[config.mk]
export PLATFORM = sky130hd
export DESIGN_NAME = l2cache_tagv_array_flat
export DESIGN_NICKNAME = d
export VERILOG_FILES = /design/src/rtl/l2cache_tagv_array_if.sv /design/src/rtl/l2cache_tagv_array.sv /design/src/flat_wrapper.sv
export SDC_FILE = /design/constraint.sdc
export NUM_CORES = 2
export LEC_CHECK = 0
export BUFFER_PORTS_ARGS = -buffer_cell sky130_fd_sc_hd__buf_4
export CORE_ASPECT_RATIO = 1.1
export CORE_MARGIN = 4
export CORE_UTILIZATION = 45
export CTS_CLUSTER_DIAMETER = 100
export DETAILED_ROUTE_END_ITERATION = 8
export PLACE_DENSITY_LB_ADDON = 0.3
export SETUP_SLACK_MARGIN = 0.4
export SYNTH_ARGS = -nofsm -noshare
export SYNTH_HDL_FRONTEND = slang
export SYNTH_SLANG_ARGS = --single-unit
[constraint.sdc]
create_clock -name clk -period 3.31 [get_ports clk]
set_clock_uncertainty 0.2 [all_clocks]
set_input_delay 0.331 -clock clk [delete_from_list [all_inputs] [get_ports clk]]
set_output_delay 0.331 -clock clk [all_outputs]
set_load 0.005 [all_outputs]
[src/rtl/l2cache_tagv_array_if.sv]
// Lookup, write and flush-control bundle for the L2 tag/valid array.
// The master drives lookups, writes and flush requests; the slave is the array itself.
interface l2cache_tagv_array_if #(
    parameter int SET_WIDTH = 4,
    parameter int TAG_WIDTH = 25,
    parameter int WAY       = 8
);
    localparam int WAY_W = $clog2(WAY);

    logic [SET_WIDTH-1:0] rd_addr;
    logic [TAG_WIDTH-1:0] cmp_tag;
    logic [WAY_W-1:0]     rd_way_sel;
    logic [TAG_WIDTH-1:0] rd_tag;
    logic [WAY-1:0]       valid;
    logic [WAY-1:0]       hit;
    logic                 hit_any;
    logic [WAY_W-1:0]     hit_idx;
    logic [SET_WIDTH-1:0] wr_addr;
    logic [TAG_WIDTH-1:0] wr_tag;
    logic [WAY-1:0]       wr_we;
    logic [WAY-1:0]       wr_inv;
    logic                 flush_req;
    logic                 flush_busy;
    logic                 flush_done;

    modport master (
        output rd_addr, cmp_tag, rd_way_sel, wr_addr, wr_tag, wr_we, wr_inv, flush_req,
        input  rd_tag, valid, hit, hit_any, hit_idx, flush_busy, flush_done
    );

    modport slave (
        input  rd_addr, cmp_tag, rd_way_sel, wr_addr, wr_tag, wr_we, wr_inv, flush_req,
        output rd_tag, valid, hit, hit_any, hit_idx, flush_busy, flush_done
    );
endinterface

[src/rtl/l2cache_tagv_array.sv]
// L2 tag/valid store: registered lookup with write-first bypass, per-way write/invalidate,
// and a flush sequencer that clears every valid bit, one set per cycle.
module l2cache_tagv_array #(
    parameter int SET_WIDTH = 4,
    parameter int TAG_WIDTH = 25,
    parameter int WAY       = 8
) (
    input  logic                clk,
    input  logic                rstn,
    l2cache_tagv_array_if.slave bus
);
    localparam int WAY_W = $clog2(WAY);
    localparam int SETS  = 1 << SET_WIDTH;

    typedef enum logic [1:0] {
        ST_IDLE  = 2'd0,
        ST_SWEEP = 2'd1,
        ST_DONE  = 2'd2
    } state_t;

    state_t               state_r;
    state_t               state_nx_s;
    logic [SET_WIDTH-1:0] cnt_r;
    logic [TAG_WIDTH-1:0] tag_mem_r [SETS][WAY];
    logic [WAY-1:0]       valid_mem_r [SETS];
    logic [WAY-1:0]       we_s;
    logic [WAY-1:0]       inv_s;
    logic [WAY-1:0]       byp_valid_s;
    logic [TAG_WIDTH-1:0] byp_tag_s [WAY];
    logic [WAY-1:0]       rd_valid_r;
    logic [TAG_WIDTH-1:0] rd_tag_r [WAY];
    logic [WAY_W-1:0]     rd_sel_r;
    logic [WAY-1:0]       hit_s;
    logic [WAY_W-1:0]     hit_idx_s;
    logic                 sweep_s;
    logic                 same_set_s;
    logic                 sweep_hit_s;

    // Writes are dropped while the sweep owns the valid array.
    assign sweep_s     = (state_r == ST_SWEEP);
    assign we_s        = sweep_s ? {WAY{1'b0}} : bus.wr_we;
    assign inv_s       = sweep_s ? {WAY{1'b0}} : bus.wr_inv;
    assign same_set_s  = (bus.wr_addr == bus.rd_addr);
    assign sweep_hit_s = sweep_s && (cnt_r == bus.rd_addr);

    // Flush FSM state register
    always_ff @(posedge clk or negedge rstn) begin
        if (!rstn) begin
            state_r <= ST_IDLE;
        end else begin
            state_r <= state_nx_s;
        end
    end

    // Flush FSM next-state logic
    always_comb begin
        state_nx_s = state_r;
        case (state_r)
            ST_IDLE: begin
                if (bus.flush_req) state_nx_s = ST_SWEEP;
                else               state_nx_s = ST_IDLE;
            end
            ST_SWEEP: begin
                if (cnt_r == {SET_WIDTH{1'b1}}) state_nx_s = ST_DONE;
                else                            state_nx_s = ST_SWEEP;
            end
            ST_DONE:  state_nx_s = ST_IDLE;
            default:  state_nx_s = ST_IDLE;
        endcase
    end

    // Sweep set counter, parked at zero outside the sweep
    always_ff @(posedge clk or negedge rstn) begin
        if (!rstn) begin
            cnt_r <= {SET_WIDTH{1'b0}};
        end else if (sweep_s) begin
            cnt_r <= cnt_r + SET_WIDTH'(1'b1);
        end else begin
            cnt_r <= {SET_WIDTH{1'b0}};
        end
    end

    // Valid storage: sweep clear, otherwise invalidate beats write per way
    always_ff @(posedge clk or negedge rstn) begin
        if (!rstn) begin
            for (int s = 0; s < SETS; s++) valid_mem_r[s] <= {WAY{1'b0}};
        end else if (sweep_s) begin
            valid_mem_r[cnt_r] <= {WAY{1'b0}};
        end else begin
            valid_mem_r[bus.wr_addr] <= (valid_mem_r[bus.wr_addr] | we_s) & ~inv_s;
        end
    end

    // Tag storage, never reset and never touched by the sweep
    always_ff @(posedge clk) begin
        for (int w = 0; w < WAY; w++) begin
            if (we_s[w]) tag_mem_r[bus.wr_addr][w] <= bus.wr_tag;
        end
    end

    // Write-first bypass into the lookup register
    always_comb begin
        byp_valid_s = {WAY{1'b0}};
        for (int w = 0; w < WAY; w++) begin
            if (sweep_hit_s)                  byp_valid_s[w] = 1'b0;
            else if (same_set_s && inv_s[w])  byp_valid_s[w] = 1'b0;
            else if (same_set_s && we_s[w])   byp_valid_s[w] = 1'b1;
            else                              byp_valid_s[w] = valid_mem_r[bus.rd_addr][w];
            if (same_set_s && we_s[w]) byp_tag_s[w] = bus.wr_tag;
            else                       byp_tag_s[w] = tag_mem_r[bus.rd_addr][w];
        end
    end

    // Lookup register: one-cycle read of the addressed set
    always_ff @(posedge clk or negedge rstn) begin
        if (!rstn) begin
            rd_valid_r <= {WAY{1'b0}};
            rd_sel_r   <= {WAY_W{1'b0}};
            for (int w = 0; w < WAY; w++) rd_tag_r[w] <= {TAG_WIDTH{1'b0}};
        end else begin
            rd_valid_r <= byp_valid_s;
            rd_sel_r   <= bus.rd_way_sel;
            for (int w = 0; w < WAY; w++) rd_tag_r[w] <= byp_tag_s[w];
        end
    end

    // Tag compare against the live cmp_tag; lowest hitting way wins the index
    always_comb begin
        hit_s     = {WAY{1'b0}};
        hit_idx_s = {WAY_W{1'b0}};
        for (int w = 0; w < WAY; w++) begin
            hit_s[w] = rd_valid_r[w] && (rd_tag_r[w] == bus.cmp_tag);
        end
        for (int w = WAY - 1; w >= 0; w--) begin
            if (hit_s[w]) hit_idx_s = WAY_W'(w);
            else          hit_idx_s = hit_idx_s;
        end
    end

    assign bus.valid      = rd_valid_r;
    assign bus.rd_tag     = rd_tag_r[rd_sel_r];
    assign bus.hit        = hit_s;
    assign bus.hit_any    = |hit_s;
    assign bus.hit_idx    = hit_idx_s;
    assign bus.flush_busy = sweep_s;
    assign bus.flush_done = (state_r == ST_DONE);
endmodule

[src/flat_wrapper.sv]
// flat-port wrapper written by rule: the top's interface ports become plain ports
module l2cache_tagv_array_flat 
#(
    parameter int SET_WIDTH = 4,
    parameter int TAG_WIDTH = 25,
    parameter int WAY       = 8
)
  (clk, rstn, bus_rd_addr, bus_cmp_tag, bus_rd_way_sel, bus_wr_addr, bus_wr_tag, bus_wr_we, bus_wr_inv, bus_flush_req, bus_rd_tag, bus_valid, bus_hit, bus_hit_any, bus_hit_idx, bus_flush_busy, bus_flush_done);
  l2cache_tagv_array_if #(.SET_WIDTH(SET_WIDTH), .TAG_WIDTH(TAG_WIDTH), .WAY(WAY)) bus_i ();
  input  logic clk;
  input  logic rstn;
  input wire logic [$bits(bus_i.rd_addr)-1:0] bus_rd_addr;
  input wire logic [$bits(bus_i.cmp_tag)-1:0] bus_cmp_tag;
  input wire logic [$bits(bus_i.rd_way_sel)-1:0] bus_rd_way_sel;
  input wire logic [$bits(bus_i.wr_addr)-1:0] bus_wr_addr;
  input wire logic [$bits(bus_i.wr_tag)-1:0] bus_wr_tag;
  input wire logic [$bits(bus_i.wr_we)-1:0] bus_wr_we;
  input wire logic [$bits(bus_i.wr_inv)-1:0] bus_wr_inv;
  input wire logic [$bits(bus_i.flush_req)-1:0] bus_flush_req;
  output wire logic [$bits(bus_i.rd_tag)-1:0] bus_rd_tag;
  output wire logic [$bits(bus_i.valid)-1:0] bus_valid;
  output wire logic [$bits(bus_i.hit)-1:0] bus_hit;
  output wire logic [$bits(bus_i.hit_any)-1:0] bus_hit_any;
  output wire logic [$bits(bus_i.hit_idx)-1:0] bus_hit_idx;
  output wire logic [$bits(bus_i.flush_busy)-1:0] bus_flush_busy;
  output wire logic [$bits(bus_i.flush_done)-1:0] bus_flush_done;
  assign bus_i.rd_addr = bus_rd_addr;
  assign bus_i.cmp_tag = bus_cmp_tag;
  assign bus_i.rd_way_sel = bus_rd_way_sel;
  assign bus_i.wr_addr = bus_wr_addr;
  assign bus_i.wr_tag = bus_wr_tag;
  assign bus_i.wr_we = bus_wr_we;
  assign bus_i.wr_inv = bus_wr_inv;
  assign bus_i.flush_req = bus_flush_req;
  assign bus_rd_tag = bus_i.rd_tag;
  assign bus_valid = bus_i.valid;
  assign bus_hit = bus_i.hit;
  assign bus_hit_any = bus_i.hit_any;
  assign bus_hit_idx = bus_i.hit_idx;
  assign bus_flush_busy = bus_i.flush_busy;
  assign bus_flush_done = bus_i.flush_done;
  l2cache_tagv_array #(.SET_WIDTH(SET_WIDTH), .TAG_WIDTH(TAG_WIDTH), .WAY(WAY)) u_core (.clk(clk), .rstn(rstn), .bus(bus_i));
endmodule
; Word level (Yosys, flattened, before mapping)
; Memories as Yosys holds them, arrays and structs flattened. A register that Yosys moved wholly into a read port is not among the register bits.
; Cells that the tools add are included.
[classes]
add_sub_neg = 1
n_lt_le_gt_ge = 6
n_eq_ne = 13
muxes = 69
n_bitwise = 9
reduce_logical = 30
[op_table]
columns = cell, count
row1 = == test 25 bit, 8
row2 = bitwise AND 128 bit, 1
row3 = bitwise mux 128 bit, 1
row4 = two-way mux 128 bit, 1
row5 = inverter 128 bit, 1
row6 = binary-select mux 25 bit (select 3 bit), 1
row7 = binary-select mux 8 bit (select 4 bit), 2
row8 = demux 8 bit (select 4 bit), 2
row9 = two-way mux 8 bit, 8
row10 = two-way mux 25 bit, 2
row11 = two-way mux 1 bit, 41
row12 = logical AND 1 bit, 27
row13 = two-way mux 3 bit, 8
row14 = greater-or-equal comparator 5 bit (second input constant), 3
row15 = inverter 4 -> 5 bit, 3
row16 = < comparator 5 x 1 -> 1 bit (second input constant), 2
row17 = bitwise AND 8 bit, 1
row18 = == test 4 bit, 2
row19 = inverter 8 bit, 1
row20 = OR 8 bit, 1
row21 = OR reduction 8 bit, 1
row22 = adder 4 x 1 -> 4 bit (second input constant), 1
row23 = == test 4 bit (second input constant), 1
row24 = greater-or-equal comparator 4 bit (second input constant), 1
row25 = other kinds (8), 8
[word_totals]
ff_bits = 145
ram_bits = 3200
input_bits = 80
out_inout_bits = 47
word_cells = 149
n_memories = 1
[mem_list]
columns = name, words, width, rd, rd_clocked_by_memory_dff, wr, line
row1 = u_core.tag_mem_r, 16, 200, 1, 1, 1, l2cache_tagv_array.sv:24  ; logic [TAG_WIDTH-1:0] tag_mem_r [SETS][WAY];

; Longest topological paths before layout
[depth]
depth_word = 10
ltp_mapped = 10
ltp_nobuf = 7

; Worst setup path after synthesis
; Ideal clock, no wire load.
[synth_timing]
path_kind = input port to flip-flop
start = in bus_wr_addr[1]
end = mem u_core.tag_mem_r[0][0] (netlist name), enable pin
setup_time_ns = 0.384
t_arrival_ns = 2.495
slack_ns = 0.231
cell_stages = 6
cell_sequence = buf_2 -> buf_2 -> or3_1 -> nor3_1 -> clkbuf_1 -> and2_1
[synth_lines]
columns = element, line
row1 = from (decl), flat_wrapper.sv:15  ; input wire logic [$bits(bus_i.wr_addr)-1:0] bus_wr_addr;
row2 = to (decl), l2cache_tagv_array.sv:24
; Straight into the memory's write port.

==> flow_summary_export.csv <==
group,metric,value,unit
sta,report.final.slew_viol_count,0,
route,drt_iter0_drc,9829,
synthesis,yosys_register_bits,3545,
setup_path,endpoint,"bus_hit_idx[0]",
setup_path,rr_endpoint,"u_core.tag_mem_r[0][40]$_DFFE_PP_",
route,drc,0,
status,outcome,"finished, violations left",
sta,setup_viol_count_final,26,
die,core_region_area,307000,sq um
setup_path,cp.required,2780,ps
route,via_per_inst,6.218,
die,rows,213,
setup_path,worstPathArrival,3190,ps
layout,fin_util,53.26,%
global_routing,grt_pass1_vias,69080,
min_path,min_from,"bus_wr_addr[2]",
setup_path,cp-startpoint,"u_core.rd_tag_r[29]$_DFF_PN0_",
sta,tightest_slew,1233,ps
die,die_w,538.3,microns
setup_path,r2r-start,"u_core.state_r[0]$_DFF_PN0_",
sta,maxSlewHeadroom,17.81,%
power,pwr-share-comb,8.3,%
route,wl_per_cell,36.20,microns
synthesis,synthesis.nets,6025,
route,num_vias,68360,
sta,fin_crit,3723,ps
setup_path,crit_path_start_kind,"flip-flop",
synthesis,synth.distinct_cells,36,
synthesis,syn_area,139200,sq um
power,power_switching,23.20,mW
synthesis,synth_flop_cell,"edfxtp_1",
die,dieArea,318300,sq um
sta,finalHoldViolCount,0,
setup_path,r2r_cells,7,
setup_path,cp-end-kind,"output pin",
global_routing,grt_use_total,24.89,%
setup_path,critPathKind,"reg2out",
power,seqPwrFrac,50.6,%
setup_path,r2r_slack,480,ps
sta,timing.setup.tns,-2530,ps
global_routing,grt_max_degree,129,
power,p_per_area,615.2,nW/um^2
clocking,ctsRootBufferMaster,"clkbuf_16",
die,die_h,591.3,microns
route,drt-pass1-iter-count,6,
power,ir_drop,0.0005124,V
global_routing,grt_first_pass_wirelength,555700,microns
clocking,cts_buffers,359,
place,io_buffers,126,
die,initial_core_util,45.34,%
global_routing,grt_overflow,0,
route,wirelength,398000,microns
clocking,cts_max_level,5,
sta,setup_slack,-413.3,ps
sta,max_freq,0.2686,GHz
clocking,cts_sinks,3545,
global_routing,antenna_found_initial,54,
synthesis,syn_inst,5941,
clocking,cts_max_path_buffers,4,
place,placed_area,149800,sq um
clocking,clkSlewWorstSetupHoldPaths,60,ps
power,p_int,77.39,mW
setup_path,critPathMaxFanout,2,
clocking,clkLatencyLatePin,940,ps
synthesis,synth_edf_count,3200,
place,place_congestion,0.9618,
power,p_total,100.6,mW
die,io_pins,127,
status,failed_checks,"setup timing",
synthesis,yosysWarnings,0,
synthesis,async_flop_share,9.732,%
place,post-dp-hpwl,232600,microns
route,postRouteAntennaNets,0,
sta,rsz0062_at_grt,"true",
sta,fin_crit_sh,112.5,%
layout,drive_gt1_share,38.40,%
power,clkPwrFrac,41.0,%
layout,fin_area,163500,sq um
synthesis,synth.avg_cell_area,23.43,sq um
job,drv_cap,0,
layout,nets,6663,
power,cellLeakagePower,53.22,nW
power,swShare,23.07,%
layout,area_delta_synth_final,17.47,%
min_path,hold_class,"in2reg",
synthesis,seq_area_frac_synth,75.23,%
clocking,tritoncts,"done",
-- synth_stat cells (13+ instances only) --
cell	instances	share of area (%)
a21oi_1	13	0.047
a22o_1	120	0.76
edfxtp_1	3200	69
nand3_1	15	0.054
and2_1	130	0.58
xor2_1	113	0.71
nand4_1	24	0.11
clkbuf_1	189	0.51
nand2_1	45	0.12
nor2_1	29	0.078
buf_1	77	0.21
dfrtp_1	345	6.2
mux2_2	225	1.8
mux4_2	1123	18
nor4_1	35	0.16
xnor2_1	97	0.61
buf_2	69	0.25
a31oi_1	15	0.067
-- power groups by stage --
stage	sequential, mW	clock, mW	combinational, mW
floorplan	51.2	0	4.33
CTS	50.9	41.9	8.32
global route	51.0	44.0	8.73
finish	50.9	41.3	8.37
detailed placement	51.8	0	7.98
global placement	51.8	0	7.90
-- layout make-up --
class / count / area, sq um
diodes: 28 / 70.07
clock buffers: 458 / 9641
clock inverters: 205 / 2396
fillers: 23120 / 143500
inverters: 7 / 32.53
multi-input cells: 2039 / 33550
flip-flops and latches: 3545 / 104800
well taps: 4085 / 5111
repair buffers: 627 / 7930
-- flip-flops by register name (all words and copies together) (netlist names) --
name / cells
u_core.tag_mem_r: 3200
u_core.rd_tag_r: 200
u_core.valid_mem_r: 128
u_core.bus.valid: 8
u_core.cnt_r: 4
u_core.rd_sel_r: 3
u_core.state_r: 2
-- per-layer routing --
| metal | part of all wire, % | track usage (%) | up-vias |
|---|---|---|---|
| met1 | 38 | 34.51 | 37410 |
| met4 | 4.2 | 9.185 | 14 |
| met5 | 0.023 | 0 | - |
| li1 | - | - | 26620 |
| met3 | 9.4 | 5.043 | 644 |
| met2 | 48 | 39.57 | 3668 |
-- worst max-delay path, cell delays in order (launching register included) --
cell	delay, ps
dfrtp_1	440
xor2_1	190
nor4_1	350
nand3_1	140
nor4_2	320
buf_4	190
buf_6	100
o21bai_1	60
a21oi_1	190
o22ai_2	120
buf_4	160
-- worst min-delay path by stage --
stage                                                to  cells after the start
finish              u_core.valid_mem_r[123]$_DFFE_PN0P_                      4
global route        u_core.valid_mem_r[125]$_DFFE_PN0P_                      4
CTS                 u_core.valid_mem_r[109]$_DFFE_PN0P_                      4
detailed placement   u_core.valid_mem_r[20]$_DFFE_PN0P_                      1
global placement     u_core.valid_mem_r[20]$_DFFE_PN0P_                      1
floorplan                 u_core.bus.valid[0]$_DFF_PN0_                      0
-- placed cells by master, fill, tap and decap left out, types with 13 or more instances in the layout --
master	synthesis	final
a21oi_1	13	13
a22o_1	120	120
and2_1	130	73
and2_2	0	54
buf_12	0	215
buf_4	2	291
buf_6	12	48
bufinv_16	0	41
clkbuf_1	189	75
clkbuf_16	0	364
clkbuf_8	0	20
clkinv_1	0	40
clkinv_2	0	79
clkinvlp_4	0	14
dfrtp_1	345	307
dfrtp_2	0	36
diode_2	0	28
dlygate4sd3_1	0	58
edfxtp_1	3200	3200
mux2_2	225	200
mux2_4	0	25
mux4_2	1123	1123
nand2_1	45	44
nand3_1	15	13
nand4_1	24	24
nor2_1	29	16
nor4_1	35	17
nor4_2	0	17
xnor2_1	97	89
xor2_1	113	111
-- per-stage QoR --
stage / setup WS, ps / hold WS (ps) / instances
global route: -451.6 / 38.74 / 10970
floorplan: 400.1 / -164.6 / 5941
finish: -413.3 / 68.15 / 10990
detailed placement: 198.1 / 148.1 / 10220
CTS: -459.0 / 9.878 / 10960
global placement: 156.3 / 136.9 / 10220
-- what timing repair did --
action,CTS,global route
hold buffers,60,0
endpoints found under the setup margin,89,102
pin swaps,23,11
cloned,4,0
endpoints found under the hold margin,4563,0
buffers inserted,15,6
resized for setup,142,44
-- logic make-up after synthesis --
kind of cell,after synthesis,synth area share [%]
XOR/XNOR,210,1.321
buffers and inverters,357,1.103
flip-flops,3545,75.23
AND/OR/NAND/NOR,298,1.190
multiplexers,1355,20.12
adder cells (fa/ha/maj),4,0.03596
AO/OA/AOI/OAI,172,0.9950
(Power assumes the default switching activity.)
